File: config.mk
export PLATFORM = sky130hd
export DESIGN_NAME = gate_bist_flat
export DESIGN_NICKNAME = d
export VERILOG_FILES = /design/src/rtl/gate_bist_if.sv /design/src/rtl/gate_bist.sv /design/src/flat_wrapper.sv
export SDC_FILE = /design/constraint.sdc
export NUM_CORES = 1
export LEC_CHECK = 0
export BUFFER_PORTS_ARGS = -buffer_cell sky130_fd_sc_hd__buf_4
export CAP_MARGIN = 5
export CORE_UTILIZATION = 32
export DETAILED_ROUTE_END_ITERATION = 7
export PLACE_DENSITY = 0.53
export SKIP_CTS_REPAIR_TIMING = 1
export SKIP_LAST_GASP = 1
export SYNTH_ARGS = -nofsm -noshare
export SYNTH_HDL_FRONTEND = slang
export SYNTH_SLANG_ARGS = --single-unit
File: constraint.sdc
create_clock -name clk -period 4.9 [get_ports clk]
set_input_delay 0.49 -clock clk [delete_from_list [all_inputs] [get_ports clk]]
set_output_delay 0.49 -clock clk [all_outputs]
set_load 0.01 [all_outputs]
File: src/rtl/gate_bist_if.sv
// ----------------------------------------------------------------------------
// gate_bist_if
// Control/status bundle of the gate_bist self-test engine.
//
// Handshake: the master raises `start` for one cycle with `op` valid in the
// same cycle; the engine accepts it only when it is not busy (IDLE or DONE).
// `busy` stays high for the whole sweep, `done` rises when the sweep ends and
// stays high (with `pass`/`err_count` valid) until the next accepted start.
//
// Signals:
//   start      master -> slave  sweep request
//   op         master -> slave  expected-function select (latched on start)
//   busy       slave -> master  sweep in progress
//   done       slave -> master  sweep finished, results valid
//   pass       slave -> master  1 iff err_count == 0 (valid with done)
//   err_count  slave -> master  saturating mismatch count
// Optional (GATE_BIST_FAIL_CAPTURE_EN defined):
//   fail_valid, fail_a, fail_b  first failing vector of the sweep
// ----------------------------------------------------------------------------
interface gate_bist_if #(
    parameter int CNT_W = 16
`ifdef GATE_BIST_FAIL_CAPTURE_EN
    , parameter int WIDTH = 2
`endif
);
    logic             start;
    logic [2:0]       op;
    logic             busy;
    logic             done;
    logic             pass;
    logic [CNT_W-1:0] err_count;
`ifdef GATE_BIST_FAIL_CAPTURE_EN
    logic             fail_valid;
    logic [WIDTH-1:0] fail_a;
    logic [WIDTH-1:0] fail_b;
`endif

    modport master (
        output start, op,
`ifdef GATE_BIST_FAIL_CAPTURE_EN
        input  fail_valid, fail_a, fail_b,
`endif
        input  busy, done, pass, err_count
    );

    modport slave (
        input  start, op,
`ifdef GATE_BIST_FAIL_CAPTURE_EN
        output fail_valid, fail_a, fail_b,
`endif
        output busy, done, pass, err_count
    );
endinterface

File: src/rtl/gate_bist.sv
// ----------------------------------------------------------------------------
// gate_bist
// Exhaustive self-test engine for a WIDTH-bit two-input bitwise gate. It
// drives every (a, b) combination onto the gate, compares the gate output
// against the function chosen by `op` and reports a saturating error count.
//
// Ports:
//   clk       rising-edge clock
//   rst_n     synchronous active-low reset
//   ctrl      gate_bist_if.slave: start/op in, busy/done/pass/err_count out
//   a_o, b_o  stimulus to the gate under test
//   y_i       gate output, combinational in a_o/b_o
//   state_o   FSM state (0 IDLE, 1 RUN, 2 DONE) for debug/observation
//
// Optional feature: define GATE_BIST_FAIL_CAPTURE_EN to capture the first
// failing vector of each sweep into ctrl.fail_valid/fail_a/fail_b.
// ----------------------------------------------------------------------------
module gate_bist #(
    parameter int WIDTH = 2,
    parameter int CNT_W = 16
) (
    input  logic             clk,
    input  logic             rst_n,
    gate_bist_if.slave       ctrl,
    output logic [WIDTH-1:0] a_o,
    output logic [WIDTH-1:0] b_o,
    input  logic [WIDTH-1:0] y_i,
    output logic [1:0]       state_o
);
    localparam int VW = 2 * WIDTH;

    typedef enum logic [1:0] {
        S_IDLE = 2'd0,
        S_RUN  = 2'd1,
        S_DONE = 2'd2
    } state_e;

    state_e           state_q;
    logic [2:0]       op_q;
    logic [VW-1:0]    vec_q;
    logic [VW-1:0]    vec_d;
    logic [WIDTH-1:0] a_q;
    logic [WIDTH-1:0] b_q;
    logic             busy_q;
    logic             done_q;
    logic             pass_q;
    logic [CNT_W-1:0] err_q;
    logic [CNT_W-1:0] err_d;
    logic [WIDTH-1:0] exp_y;
    logic             mismatch;
`ifdef GATE_BIST_FAIL_CAPTURE_EN
    logic             fail_valid_q;
    logic [WIDTH-1:0] fail_a_q;
    logic [WIDTH-1:0] fail_b_q;
`endif

    // Expected gate response for the vector currently on a_o/b_o.
    always_comb begin
        exp_y = '0;
        case (op_q)
            3'd0: exp_y = a_q & b_q;
            3'd1: exp_y = a_q | b_q;
            3'd2: exp_y = ~(a_q & b_q);
            3'd3: exp_y = ~(a_q | b_q);
            3'd4: exp_y = a_q ^ b_q;
            3'd5: exp_y = ~(a_q ^ b_q);
            3'd6: exp_y = ~a_q;
            default: exp_y = a_q;
        endcase
    end

    // Case inequality so that X/Z on the gate output counts as a failure.
    assign mismatch = (y_i !== exp_y);

    // Error count after this cycle's compare; sticks at all-ones.
    assign err_d = (mismatch && (err_q != '1)) ? err_q + CNT_W'(1) : err_q;
    assign vec_d = vec_q + VW'(1);

    always_ff @(posedge clk) begin
        if (!rst_n) begin
            state_q <= S_IDLE;
            op_q    <= '0;
            vec_q   <= '0;
            a_q     <= '0;
            b_q     <= '0;
            busy_q  <= 1'b0;
            done_q  <= 1'b0;
            pass_q  <= 1'b0;
            err_q   <= '0;
`ifdef GATE_BIST_FAIL_CAPTURE_EN
            fail_valid_q <= 1'b0;
            fail_a_q     <= '0;
            fail_b_q     <= '0;
`endif
        end else begin
            case (state_q)
                S_IDLE, S_DONE: begin
                    if (ctrl.start) begin
                        state_q <= S_RUN;
                        op_q    <= ctrl.op;
                        vec_q   <= '0;
                        a_q     <= '0;
                        b_q     <= '0;
                        busy_q  <= 1'b1;
                        done_q  <= 1'b0;
                        pass_q  <= 1'b0;
                        err_q   <= '0;
`ifdef GATE_BIST_FAIL_CAPTURE_EN
                        fail_valid_q <= 1'b0;
                        fail_a_q     <= '0;
                        fail_b_q     <= '0;
`endif
                    end
                end
                S_RUN: begin
                    err_q <= err_d;
`ifdef GATE_BIST_FAIL_CAPTURE_EN
                    if (mismatch && !fail_valid_q) begin
                        fail_valid_q <= 1'b1;
                        fail_a_q     <= a_q;
                        fail_b_q     <= b_q;
                    end
`endif
                    // The last vector (all ones) ends the sweep; the counter
                    // never wraps while still in RUN.
                    if (vec_q == '1) begin
                        state_q <= S_DONE;
                        vec_q   <= '0;
                        a_q     <= '0;
                        b_q     <= '0;
                        busy_q  <= 1'b0;
                        done_q  <= 1'b1;
                        pass_q  <= (err_d == '0);
                    end else begin
                        vec_q <= vec_d;
                        a_q   <= vec_d[WIDTH-1:0];
                        b_q   <= vec_d[VW-1:WIDTH];
                    end
                end
                default: state_q <= S_IDLE;
            endcase
        end
    end

    assign a_o            = a_q;
    assign b_o            = b_q;
    assign state_o        = state_q;
    assign ctrl.busy      = busy_q;
    assign ctrl.done      = done_q;
    assign ctrl.pass      = pass_q;
    assign ctrl.err_count = err_q;
`ifdef GATE_BIST_FAIL_CAPTURE_EN
    assign ctrl.fail_valid = fail_valid_q;
    assign ctrl.fail_a     = fail_a_q;
    assign ctrl.fail_b     = fail_b_q;
`endif
endmodule
File: src/flat_wrapper.sv
// flat-port wrapper written by rule: the top's interface ports become plain ports
module gate_bist_flat 
#(
    parameter int WIDTH = 2,
    parameter int CNT_W = 16
)
  (clk, rst_n, a_o, b_o, y_i, state_o, ctrl_start, ctrl_op, ctrl_busy, ctrl_done, ctrl_pass, ctrl_err_count);
  gate_bist_if #(.CNT_W(CNT_W)) ctrl_i ();
  input  logic clk;
  input  logic rst_n;
  output logic [WIDTH-1:0] a_o;
  output logic [WIDTH-1:0] b_o;
  input  logic [WIDTH-1:0] y_i;
  output logic [1:0] state_o;
  input wire logic [$bits(ctrl_i.start)-1:0] ctrl_start;
  input wire logic [$bits(ctrl_i.op)-1:0] ctrl_op;
  output wire logic [$bits(ctrl_i.busy)-1:0] ctrl_busy;
  output wire logic [$bits(ctrl_i.done)-1:0] ctrl_done;
  output wire logic [$bits(ctrl_i.pass)-1:0] ctrl_pass;
  output wire logic [$bits(ctrl_i.err_count)-1:0] ctrl_err_count;
  assign ctrl_i.start = ctrl_start;
  assign ctrl_i.op = ctrl_op;
  assign ctrl_busy = ctrl_i.busy;
  assign ctrl_done = ctrl_i.done;
  assign ctrl_pass = ctrl_i.pass;
  assign ctrl_err_count = ctrl_i.err_count;
  gate_bist #(.WIDTH(WIDTH), .CNT_W(CNT_W)) u_core (.clk(clk), .rst_n(rst_n), .ctrl(ctrl_i), .a_o(a_o), .b_o(b_o), .y_i(y_i), .state_o(state_o));
endmodule
After elaboration in Yosys (flattened, before gate mapping)
Cells that the tools add are included.
- register bits after elaboration: 32
- bits of input ports: 8
- output and inout port bits: 25
- logic and storage cells: 64
- $add $sub $neg: 2
- eq/ne operators: 13
- mux-type cells: 23
- bitwise logic cells: 7
- reduce and logical (&&, ||, !) cells: 10
- operators with widths (operator ; number):
    $mux 16 ; 2
    $pmux 16 s2 ; 1
    $add 16x1->16 const B ; 1
    $logic_not 16->1 ; 1
    $ne 16x16->1 const B ; 1
    $pmux 2 s7 ; 1
    $pmux 2 s2 ; 3
    $mux 2 ; 5
    $eq 3x3->1 const B ; 3
    $mux 4 ; 2
    $not 2->2 ; 4
    $pmux 4 s2 ; 1
    $eq 3x2->1 const B ; 2
    $pmux 1 s2 ; 3
    $reduce_and 2->1 ; 3
    $mux 1 ; 5
    $add 4x1->4 const B ; 1
    $eq 4x4->1 const B ; 1
    $eq 3x1->1 const B ; 1
    $logic_not 3->1 ; 1
    $reduce_and 3->1 ; 1
    $and 2x2->2 ; 1
    $eq 2x1->1 const B ; 1
    $eq 2x2->1 const B ; 1
    9 further kinds ; 9

Longest topological paths before layout
- depth in word-level cells: 9
- depth in mapped cells: 10
- mapped depth without buffers: 9

Worst setup path after synthesis
No wires, ideal clock.
- path kind: reg-to-reg
- from: reg u_core.vec_q[1]
- to: reg u_core.pass_q, in the netlist u_core.ctrl.pass
- library setup time: 0.084 ns
- data arrival time: 2.382 ns
- slack: 2.434 ns
- stages on the path, launching flop included: 11
- buffers on the path: 1
- cells stage by stage: dfxtp_1 -> inv_1 -> ha_1 -> and2_1 -> or3_4 -> a221o_1 -> and3_1 -> buf_6 -> a21oi_1 -> o2111ai_1 -> o31ai_2
- longest elaborated chain between the ends: 3
- ends and longest elaborated chain (what ; RTL line ; source):
    from (decl) ; gate_bist.sv:40 ; logic [VW-1:0] vec_q;
    from (signal assigned) ; gate_bist.sv:135 ; vec_q <= vec_d;
    $eq 4x4->1 ; gate_bist.sv:126 ; if (vec_q == '1) begin
    $ne 2x1->1 (no source line) ; n/a ;
    $reduce_and 3->1 (no source line) ; n/a ;
    to (signal assigned) ; gate_bist.sv:133 ; pass_q <= (err_d == '0);
    to (decl) ; gate_bist.sv:46 ; logic pass_q;
No other way between the ends.
A chain may end at the register's enable or synchronous reset.

Final worst setup path
Same ends and word-level chain as after synthesis.

==> summary.txt <==
Clock tree
  – Worst-skew pair later-pin latency: 0.29 ns
  – TritonCTS Sinks: 28
  – Max Root-Sink Buffers: 2
  – H-tree Lvls: 1
  – CTS tree: done
  – CTS Buf Count: 3
  – Clk pin slew, worst setup/hold paths: 0.10 ns
  – CTS root buf: clkbuf_8

Route
  – Drt total wl: 5222 um
  – Total number of vias: 1868
  – DR pass1 iterations: 4
  – Number of DRC markers in iteration 0: 113
  – DRC: 0
  – Wire per inst: 15.36 um
  – Antenna viol nets, final: 0
  – Vias/cell: 5.494

Global route
  – GR Overflow Total: 0
  – GRT Total Usage: 0.1806
  – Largest net degree at the start of global routing: 24
  – Initial antenna violation count: 0
  – Vias in the first global route: 1757
  – First-pass GRT wire length: 8914 um

Setup path
  – Critical setup path kind: reg -> reg
  – Critical Path End Type: register
  – Crit path required time: 5.11 ns
  – Crit path DAT: 2.99 ns
  – CP Launch Type: register
  – Max FO, Critical Path: 7
  – Slowest cell delay on critical path: 0.60 ns
  – Worst path top cell family by delay: compound AO/OA/AOI/OAI gates
  – Slowest cell on crit path: nor4b_1
  – CP Cell Sequence: inv_1 -> ha_1 -> and2_1 -> o21ai_0 -> a221oi_4 -> nor4b_1 -> mux2i_1 -> o2111ai_1 -> o31ai_2
  – WP buf/inv: 1

Outcome
  – Status: finished, final reports clean

Floorplanning
  – Row count: 27
  – I/O Pins: 33
  – Initial Util: 0.3398
  – Die span in y: 79.17 um
  – Core area: 5608 um2
  – Total Die Area: 6268 um2
  – DIE WIDTH: 79.17 um

Power and ir drop
  – Combinational Power Share: 0.179
  – Clk pwr share: 0.319
  – Design internal power: 0.3368 mW
  – Reg power frac: 0.503
  – Pwr Density: 213.9 nW/um2
  – Switching Power: 0.1412 mW
  – Max IR drop VDD: 0.0001148 V
  – Leak: 0.8303 nW
  – Switching part of the total: 0.2954

Synth
  – Mean Syn Cell Area: 7.778 um2
  – Register area share after synthesis: 0.2942
  – Synth Flop Type: dfxtp_1
  – Mapped Nets: 259
  – Cell taking the most area after synthesis: dfxtp_1
  – Synth Register Bits: 28
  – Synth Instances: 245
  – Netlist Area Pre-Place: 1906 um2
  – Syn. warnings: 0
  – Ys async rst share: 0
  – Post-synth EDFFs: 0
  – Synth cell types: 52
  – Ranking of synthesized cells by area: dfxtp_1 (29%), nand2_1 (5.5%), a21oi_1 (4.7%), nor2_1 (4.3%), ha_1 (3.9%)
  – Area fraction of the dominant cell type after synthesis: 0.2942

Cells and area
  – Fin util: 0.3985
  – Antenna fix cells: 0
  – Register area: 560.5 um2
  – Multi-input gate area: 1262 um2
  – Share of layout cells above drive strength 1: 0.1866
  – Commonest cells after routing, fill and taps aside: buf_4 (33), nand2_1 (28), dfxtp_1 (28), nor2_1 (22), a21oi_1 (18)
  – Most common library cell in the layout ignoring fill and taps: buf_4
  – Nets: 283
  – Area grow syn2layout: 17.27%
  – Filler instances: 608

STA
  – Worst slew pin tran: 0.8371 ns
  – Final period utilization: 0.5679
  – Worst slew margin: 0.4413
  – Unrepaired setup endpoints after global routing: no
  – Crit path time final: 2.783 ns
  – Clock Skew: 0.004848 ns
  – Final Hold Vio Count: 0
  – Setup TNS: 0 ns
  – Slew Viols, Final: 0
  – Max Fclk: 0.3594 GHz
  – Setup Viol. Count Final: 0

Placed design
  – PortBufs: 32
  – Dpl hpwl: 3672 um
  – RD Place Congestion: 0.8703

Job
  – Max-cap check violation count: 0

Min path
  – Worst min-delay path class: in -> reg
logic make-up (layout without fill, tap and decap cells):
logic type / after synthesis / count (layout) / share of synthesized area
buf+inv: 19 / 42 / 0.04334
flops: 28 / 28 / 0.2942
simple gates: 116 / 116 / 0.3165
xor+xnor: 10 / 10 / 0.04597
compound gates: 60 / 60 / 0.2285
fa+ha+maj: 6 / 6 / 0.03939
mux: 6 / 6 / 0.03217
synthesized netlist by cell type (2+ instances only):
cell type	instances
nor4b_1	5
nor2_1	22
o21ai_0	9
nor2b_1	3
o31ai_2	2
and2_1	2
xor2_1	3
o221a_2	2
mux2i_1	5
xnor2_1	7
or2_2	4
clkbuf_1	11
nor3_1	9
nand2b_1	4
nor4_1	2
dfxtp_1	28
nand3_1	15
o2111ai_1	2
inv_1	5
o21a_1	3
ha_1	6
a311oi_1	3
nand2_1	28
a211oi_1	3
a31oi_1	7
a21oi_1	18
nand4_1	3
or3_1	2
and3_1	7
or2b_1	2
a22oi_1	2
power by group through the flow:
stage	sequential [mW]	combinational, mW	clock (mW)
6_report	0.240	0.0853	0.152
2_1_floorplan	0.244	0.0586	0
3_5_place_dp	0.246	0.0849	0
3_3_place_gp	0.246	0.0836	0
4_1_cts	0.240	0.0855	0.157
5_1_grt	0.241	0.0954	0.165
flip-flops by register name (all words and copies together) (netlist names):
signal and cells:
u_core.ctrl.pass 1, u_core.a_o 1, u_core.ctrl.busy 1, u_core.ctrl.err_count 16
u_core.vec_q 2, u_core.ctrl.done 1, u_core.op_q 3, u_core.b_o 1
u_core.state_o 2
path summary, 6_finish.rpt:
kind / from / end / slack, ns / cells past startpoint
min reg2reg: u_core.ctrl.done / u_core.ctrl.done / 0.47 / 2
max: u_core.vec_q[1] / u_core.ctrl.pass / 2.12 / 9
max reg2reg: u_core.vec_q[1] / u_core.ctrl.pass / 2.12 / 9
min: ctrl_op[1] / u_core.op_q[1] / 0.43 / 3
per-stage QoR:
step / hold WS, ns / cell area [um2] / cells / power, mW / setup WS, ns
floorplan: 0.4805 / 1906 / 245 / 0.3031 / 2.434
global placement: 0.4446 / 2180 / 336 / 0.3291 / 2.204
finish: 0.4269 / 2235 / 340 / 0.4781 / 2.117
CTS: 0.4270 / 2235 / 340 / 0.4827 / 2.115
global route: 0.4402 / 2235 / 340 / 0.5019 / 1.847
detailed placement: 0.4501 / 2180 / 336 / 0.3304 / 2.161
tightest hold or removal path, stage by stage:
cell	delay (ns)
buf_4	0.07
mux2i_1	0.05
nor2_1	0.07
layer usage:
metal  wire (um)  global-route usage
met2        2412              0.3009
met5           0                   0
met4         109             0.07273
met1        2397              0.2348
met3         303             0.02184
final cells by class:
| cell class | instances | share of cell area |
|---|---|---|
| clock buffer | 4 | 0.02464 |
| inverter | 5 | 0.008399 |
| multi-input combinational | 198 | 0.5650 |
| sequential | 28 | 0.2508 |
| tap | 72 | 0.04031 |
| timing repair buffer | 33 | 0.1109 |
No activity file was read; power rests on OpenSTA's default activity.
